`config.mk`:
```
export PLATFORM = sky130hd
export DESIGN_NAME = serial_rx_framer
export DESIGN_NICKNAME = d
export VERILOG_FILES = /design/src/rtl/serial_rx_framer_pkg.sv /design/src/rtl/serial_rx_framer_bit_sampler.sv /design/src/rtl/serial_rx_framer.sv
export SDC_FILE = /design/constraint.sdc
export NUM_CORES = 1
export LEC_CHECK = 0
export ABC_CLOCK_PERIOD_IN_PS = 2500
export CORE_ASPECT_RATIO = 0.75
export CORE_MARGIN = 4
export CORE_UTILIZATION = 45
export DETAILED_ROUTE_END_ITERATION = 10
export PLACE_DENSITY = 0.7
export SYNTH_ARGS = -nofsm -noshare
export SYNTH_HDL_FRONTEND = slang
export SYNTH_SLANG_ARGS = --single-unit
```
`constraint.sdc`:
```
create_clock -name clk -period 2.5 [get_ports clk]
set_input_delay 0.5 -clock clk [delete_from_list [all_inputs] [get_ports clk]]
set_output_delay 0.5 -clock clk [all_outputs]
set_load 0.01 [all_outputs]
```
`src/rtl/serial_rx_framer_pkg.sv`:
```
// Shared definitions for the serial receive framer: state encoding, default
// frame parameters and the bit-count width derivation.
package serial_rx_framer_pkg;

   localparam logic [1:0] ST_HUNT = 2'd0;
   localparam logic [1:0] ST_RECV = 2'd1;
   localparam logic [1:0] ST_DONE = 2'd2;

   typedef enum logic [1:0] {
      S_HUNT = ST_HUNT,
      S_RECV = ST_RECV,
      S_DONE = ST_DONE
   } rx_state_e;

   localparam int unsigned DEF_NDATA     = 128;
   localparam int unsigned DEF_OSR       = 4;
   localparam int unsigned DEF_SYNC_LEN  = 8;
   localparam logic [7:0]  DEF_SYNC_WORD = 8'hD5;

   function automatic int unsigned cnt_width(input int unsigned n);
      return (n < 2) ? 1 : $clog2(n);
   endfunction

   function automatic logic maj3(input logic a, input logic b, input logic c);
      return (a & b) | (a & c) | (b & c);
   endfunction

endpackage

```
`src/rtl/serial_rx_framer_bit_sampler.sv`:
```
// Bit timing recovery: 2-FF synchronizer, edge detect, phase counter and sample
// strobe. Define SERIAL_RX_MAJORITY_EN for a 3-tap majority vote around mid-bit.
module serial_rx_framer_bit_sampler
   import serial_rx_framer_pkg::*;
#(
   parameter int unsigned OSR = DEF_OSR
) (
   input  logic clk,
   input  logic rst,
   input  logic rx_i,
   output logic smp_vld_o,
   output logic smp_bit_o
);

   localparam int unsigned PH_W = $clog2(OSR);
   localparam logic [PH_W-1:0] PH_LAST = PH_W'(OSR - 1);
   localparam logic [PH_W-1:0] PH_MID  = PH_W'(OSR / 2 - 1);

   logic            rx_m_q, rx_s_q, rx_p_q;
   logic [PH_W-1:0] ph_q, ph_d;
   logic            rx_edge;

   assign rx_edge = rx_s_q ^ rx_p_q;

   // Any line transition realigns the bit phase, so the sample lands two clocks after it.
   always_comb begin
      ph_d = ph_q + 1'b1;
      if (rx_edge || ph_q == PH_LAST) ph_d = '0;
   end

   always_ff @(posedge clk or negedge rst) begin
      if (!rst) begin
         rx_m_q <= 1'b0;
         rx_s_q <= 1'b0;
         rx_p_q <= 1'b0;
         ph_q   <= '0;
      end else begin
         rx_m_q <= rx_i;
         rx_s_q <= rx_m_q;
         rx_p_q <= rx_s_q;
         ph_q   <= ph_d;
      end
   end

`ifdef SERIAL_RX_MAJORITY_EN
   localparam logic [PH_W-1:0] PH_PRE  = PH_W'(OSR / 2 - 2);
   localparam logic [PH_W-1:0] PH_POST = PH_W'(OSR / 2);

   logic tap0_q, tap1_q;

   always_ff @(posedge clk or negedge rst) begin
      if (!rst) begin
         tap0_q <= 1'b0;
         tap1_q <= 1'b0;
      end else begin
         if (ph_q == PH_PRE) tap0_q <= rx_s_q;
         if (ph_q == PH_MID) tap1_q <= rx_s_q;
      end
   end

   assign smp_vld_o = (ph_q == PH_POST) && !rx_edge;
   assign smp_bit_o = maj3(tap0_q, tap1_q, rx_s_q);
`else
   assign smp_vld_o = (ph_q == PH_MID) && !rx_edge;
   assign smp_bit_o = rx_s_q;
`endif

endmodule

```
`src/rtl/serial_rx_framer.sv`:
```
// Receive-path front end: hunts for the sync word, then strobes out NDATA
// payload bits with a running count. Optional macro: SERIAL_RX_MAJORITY_EN.
module serial_rx_framer
   import serial_rx_framer_pkg::*;
#(
   parameter  int unsigned          NDATA     = DEF_NDATA,
   parameter  int unsigned          OSR       = DEF_OSR,
   parameter  int unsigned          SYNC_LEN  = DEF_SYNC_LEN,
   parameter  logic [SYNC_LEN-1:0]  SYNC_WORD = DEF_SYNC_WORD,
   localparam int unsigned          NDATA_LOG = cnt_width(NDATA)
) (
   input  logic                 clk,
   input  logic                 rst,
   input  logic                 rx_in,
   output logic                 dout,
   output logic                 ena,
   output logic [NDATA_LOG-1:0] cntout,
   output logic                 frame_done,
   output logic                 busy
);

   localparam logic [NDATA_LOG-1:0] CNT_LAST = NDATA_LOG'(NDATA - 1);

   rx_state_e             state_q;
   logic [SYNC_LEN-1:0]   sh_q, sh_d;
   logic [NDATA_LOG-1:0]  cnt_q;
   logic                  ena_q, dout_q, fd_q, busy_q;
   logic                  smp_vld, smp_bit;

   serial_rx_framer_bit_sampler #(
      .OSR (OSR)
   ) u_sampler (
      .clk       (clk),
      .rst       (rst),
      .rx_i      (rx_in),
      .smp_vld_o (smp_vld),
      .smp_bit_o (smp_bit)
   );

   assign sh_d = {sh_q[SYNC_LEN-2:0], smp_bit};

   // ena is a pure strobe with no back-pressure: the consumer must take dout
   // and cntout in every cycle ena is high; both hold their values otherwise.
   always_ff @(posedge clk or negedge rst) begin
      if (!rst) begin
         state_q <= S_HUNT;
         sh_q    <= '0;
         cnt_q   <= '0;
         ena_q   <= 1'b0;
         dout_q  <= 1'b0;
         fd_q    <= 1'b0;
         busy_q  <= 1'b0;
      end else begin
         ena_q <= 1'b0;
         fd_q  <= 1'b0;
         case (state_q)
            S_HUNT: begin
               if (smp_vld) begin
                  sh_q <= sh_d;
                  if (sh_d == SYNC_WORD) begin
                     state_q <= S_RECV;
                     cnt_q   <= '0;
                     busy_q  <= 1'b1;
                  end
               end
            end
            S_RECV: begin
               if (smp_vld) begin
                  ena_q  <= 1'b1;
                  dout_q <= smp_bit;
                  if (cnt_q == CNT_LAST) begin
                     cnt_q   <= '0;
                     state_q <= S_DONE;
                  end else begin
                     cnt_q <= cnt_q + 1'b1;
                  end
               end
            end
            S_DONE: begin
               fd_q    <= 1'b1;
               cnt_q   <= '0;
               sh_q    <= '0;
               busy_q  <= 1'b0;
               state_q <= S_HUNT;
            end
            default: begin
               busy_q  <= 1'b0;
               state_q <= S_HUNT;
            end
         endcase
      end
   end

   assign ena        = ena_q;
   assign dout       = dout_q;
   assign cntout     = cnt_q;
   assign frame_done = fd_q;
   assign busy       = busy_q;

endmodule
```
# Yosys cells after proc, flatten, opt, wreduce, memory -nomap -nowiden
# Cells that the tools add are included.
[word_totals]
register_bits = 25
input_bits = 3
out_inout_bits = 11
elab_cells = 55
[op_classes]
n_addsub = 2
eq_ne = 10
n_mux = 19
bitwise_logic = 2
reduce_logical = 11
[op_table]
columns = ["operator", "count"]
rows = [
  ["$mux 7", 5],
  ["$pmux 7 s3", 1],
  ["$pmux 7 s2", 1],
  ["$mux 2", 5],
  ["$eq 8x8->1 const B", 1],
  ["$ne 2x2->1 const B", 4],
  ["$reduce_and 4->1", 2],
  ["$add 7x1->7 const B", 1],
  ["$eq 7x7->1 const B", 1],
  ["$mux 1", 5],
  ["$eq 2x1->1 const B", 2],
  ["$eq 2x2->1 const B", 2],
  ["$pmux 2 s2", 1],
  ["$reduce_and 2->1", 2],
  ["$reduce_and 3->1", 1],
  ["$reduce_bool 3->1", 1],
  ["$add 2x1->2 const B", 1],
  ["$logic_not 2->1", 1],
  ["$pmux 1 s2", 1],
  ["$reduce_bool 2->1", 1],
  ["$logic_and 1x1->1", 1],
  ["$logic_not 1->1", 1],
  ["$logic_or 1x1->1", 1],
  ["$not 1->1", 1],
  ["$xor 1x1->1", 1],
]

# Depth between registers and ports, before layout
[logic_depth]
word_depth = 5
ltp_mapped = 6
mapped_depth_nobuf = 6

# Hierarchy
# From an unflattened synthesis, not the netlist that was laid out.
[hier_totals]
cells_unflattened = 105
area_unflattened_um2 = 1123.6
[by_module_without_submodules]
columns = ["module", "instances", "cells_per_inst", "area_each_um2", "seq_area_each_um2"]
rows = [
  ["serial_rx_framer", 1, 92, 943.4, 500.5],
  ["serial_rx_framer_bit_sampler", 1, 13, 180.2, 125.1],
]

# Worst setup path after synthesis
# Ideal clock, no wire load.
[synth_timing]
path_type = "flip-flop to flip-flop"
startpoint = "reg cnt_q[0] (netlist: cntout[0])"
endpoint = "reg cnt_q[6] (netlist: cntout[6])"
setup_time_ns = 0.124
arrival_time_ns = 1.320
required_time_ns = 2.376
path_slack_ns = 1.056
stages_incl_launch_ff = 6
n_path_buf = 0
synth_period_minus_slack_ns = 1.444
cell_sequence = "dfrtp_1 ha_1 and3_1 nand3_1 and3_1 a211o_1"
[synth_between]
elab_chain_len = 4
word_cells_on_any_way = 5
cone_classes = "add/sub (1); eq/ne (1); mux (3)"
[synth_rtl]
columns = ["item", "line_no", "source"]
rows = [
  ["from (decl)", "serial_rx_framer.sv:26", "logic [NDATA_LOG-1:0] cnt_q;"],
  ["from (signal assigned)", "serial_rx_framer.sv:75", "cnt_q <= cnt_q + 1'b1;"],
  ["$add 7x1->7 / $eq 7x7->1 (equally long branches)", "serial_rx_framer.sv:75, serial_rx_framer.sv:71", ""],
  ["$mux 7 *", "serial_rx_framer.sv:71", "if (cnt_q == CNT_LAST) begin"],
  ["$mux 7 *", "serial_rx_framer.sv:68", "if (smp_vld) begin"],
  ["$pmux 7 s3 *", "serial_rx_framer.sv:56", "case (state_q)"],
]
# Every way passes the cells marked *; elsewhere a longest branch is shown, timed or not. The select of a mux whose other input is x is not followed.
# A chain may end at the register's enable or synchronous reset.

# Worst setup path after layout
[layout_timing]
startpoint = "reg cnt_q[4] (netlist: cntout[4])"
endpoint = "out cntout[4]"
[layout_lines]
columns = ["item", "line_no", "source"]
rows = [
  ["to (decl)", "serial_rx_framer.sv:17", "output logic [NDATA_LOG-1:0] cntout,"],
]
# No word-level cell between the ends.

==> flow_summary.yaml <==
run_status:
  status: "finished clean"
detailed_routing:
  wirelength_um: 2090
  vias: 815
  via_per_inst: 5.40
  wl_per_cell_um: 13.8
  drcViolationCount: 0
  final_antenna_net_count: 0
  drt_iter0_drc: 11
  first_pass_iters: 4
critical_path:
  worstPathCellList: "clkdlybuf4s50_1"
  worstSetupPathType: "register to primary output"
  rr_endpoint: "dout"
  critPathTopFamily: "buffers and inverters"
  crit_required_ns: 2.00
  max_stage_delay_ns: 0.57
  worstPathMaxFanout: 6
  end_kind: "primary output"
  worstRegToRegCells: 3
  worstPathArrival_ns: 1.34
  critPathSlowestCell: "clkdlybuf4s50_1"
  r2r_start: "state_q[1]"
  critPathBufInv: 1
  worst_setup_path_start_kind: "register"
  worst-r2r-setup-slack_ns: 0.84
place:
  io_buffers: 13
  pre_cts_slack_ns: 0.867
  dp_hpwl_um: 1450
  place.gp.congestion: 0.782
floorplanning:
  coreArea_um2: 2360
  die-area_um2: 3410
  fp.dieH_um: 51.6
  start_util: 0.482
  ios: 14
  rows: 15
  die_x_um: 66.1
hold_path:
  min_path_cells: 0
  hold_class: "register to register"
  min_to: "u_sampler.smp_bit_o"
  worstHoldStart: "u_sampler.rx_m_q"
sta:
  fin_skew_ns: 0.0131
  rsz0062_at_grt: "false"
  tns_ns: 0
  maxSlewViolCount: 0
  worst_pin_slew_ns: 0.479
  finalCriticalPeriod_ns: 1.84
  hold_viol: 0
  fin_crit_sh: 0.735
  fmax_mhz: 544
  setup_slack_ns: 0.662
  maxSlewHeadroom: 0.679
  setup_viol: 0
cts:
  hold_buffers: 0
  clock-sinks: 25
  cts_setup_buffers: 0
  cts_tree: "built"
  clk_pin_slew_ns: 0.13
  htreeDepth: 1
  worstSkewPairLatency_ns: 0.32
  cts-root-buf: "clkbuf_4"
  numCtsBuffers: 3
  cts_resized: 0
  clock_path_buffers: 2
layout:
  syn2layout_area_growth_pct: 17.6
  drive_gt1_frac: 0.120
  n_antenna_cell: 0
  layout_common_cells: "dfrtp_1 (25), clkdlybuf4s50_1 (13), nand2_1 (11)"
  final_common_cell: "dfrtp_1"
  nets: 124
logic_synthesis:
  synth.yosys.seq_area_share: 0.549
  synth_ff_type: "dfrtp_1"
  syn_area_per_cell_um2: 11.3
  ys_ff_latch: 25
  syn_area_um2: 1140
  syn_nets: 107
  ys_warn_count: 0
  synth-edff-count: 0
  synth_top_area_cell: "dfrtp_1"
  synth_top_cell_area_share: 0.549
  ys_top_cells_by_area: "dfrtp_1 (55%), a22oi_1 (4.6%), nand2_1 (3.6%)"
  synth.distinct_cells: 33
  synth_cells: 101
  async_flop_share: 1.00
global_route:
  grt_pass1_vias: 781
  grt_pass1_wl_um: 3590
  grt-ovfl-total: 0
  grt.total_usage: 0.137
  antenna_found_initial: 0
  grt_max_degree: 26
pwr:
  vdd_drop_max_v: 0.000342
  power.leakage_nw: 0.597
  p_per_area_nw_per_um2: 627
run:
  drv_cap: 0
[worst max path at each step]
stage,from,end,slack (ns),cells past startpoint
after floorplan,cntout[0],cntout[6],1.06,5
after global placement,state_q[1],dout,0.95,3
after detailed placement,state_q[1],dout,0.87,3
after CTS,cntout[4],cntout[4],0.65,1
after global routing,cntout[4],cntout[4],0.57,1
final,cntout[4],cntout[4],0.66,1
[final cells by class]
type                       count  area (um2)
inverter                       2        7.51
fill                         206        1020
clock inverter                 1        5.00
sequential                    25         626
timing repair buffer          14         138
tap                           34        42.5
multi-input combinational     72         499
clock buffer                   3        22.5
[state kept, by name (all words and copies together) (netlist names)]
signal               flops
cntout                   7
sh_q                     7
state_q                  2
u_sampler.ph_q           2
busy                     1
dout                     1
ena                      1
frame_done               1
u_sampler.rx_m_q         1
u_sampler.rx_p_q         1
u_sampler.smp_bit_o      1
[logic make-up after synthesis]
kind of cell,after synthesis,synth area share
compound gates,28,0.175
mux,2,0.0187
flops,25,0.549
buf+inv,4,0.0132
xor+xnor,2,0.0220
fa+ha+maj,3,0.0329
simple gates,37,0.190
[per-layer routing]
layer,track usage,share of wire,up-vias
met4,0.0203,0.010,0
met3,0.0497,0.044,4
met1,0.198,0.53,393
li1,-,-,406
met2,0.201,0.41,12
met5,0,0,-
[cells in the mapped netlist, types with 2 or more instances]
library cell,instances
a22oi_1,7
nand2b_1,2
dfrtp_1,25
and3_1,3
a31oi_1,4
ha_1,3
a21oi_1,4
o21ai_0,8
nand2_1,11
nand3b_1,4
nor2_2,2
nor3_1,3
inv_1,2
clkbuf_1,2
nor2b_1,2
nand3_1,2
[where the power goes]
| part | switching, mW | internal (mW) | leakage (nW) |
|---|---|---|---|
| logic | 0.0638 | 0.0674 | 0.245 |
| registers | 0.0658 | 0.468 | 0.334 |
| clock network | 0.116 | 0.0599 | 0.0177 |
| total | 0.245 | 0.596 | 0.597 |
[metrics by stage]
step / hold WS, ns / power [mW] / util / cell area (um2) / instances
floorplan: 0.204 / 0.623 / - / 1140 / 101
global placement: 0.347 / 0.667 / 0.555 / 1310 / 147
detailed placement: 0.341 / 0.673 / 0.555 / 1310 / 147
CTS: 0.370 / 0.851 / 0.567 / 1340 / 151
global route: 0.384 / 0.904 / 0.567 / 1340 / 151
finish: 0.367 / 0.841 / 0.567 / 1340 / 151
Note: power is estimated with default switching activity, not from simulation.
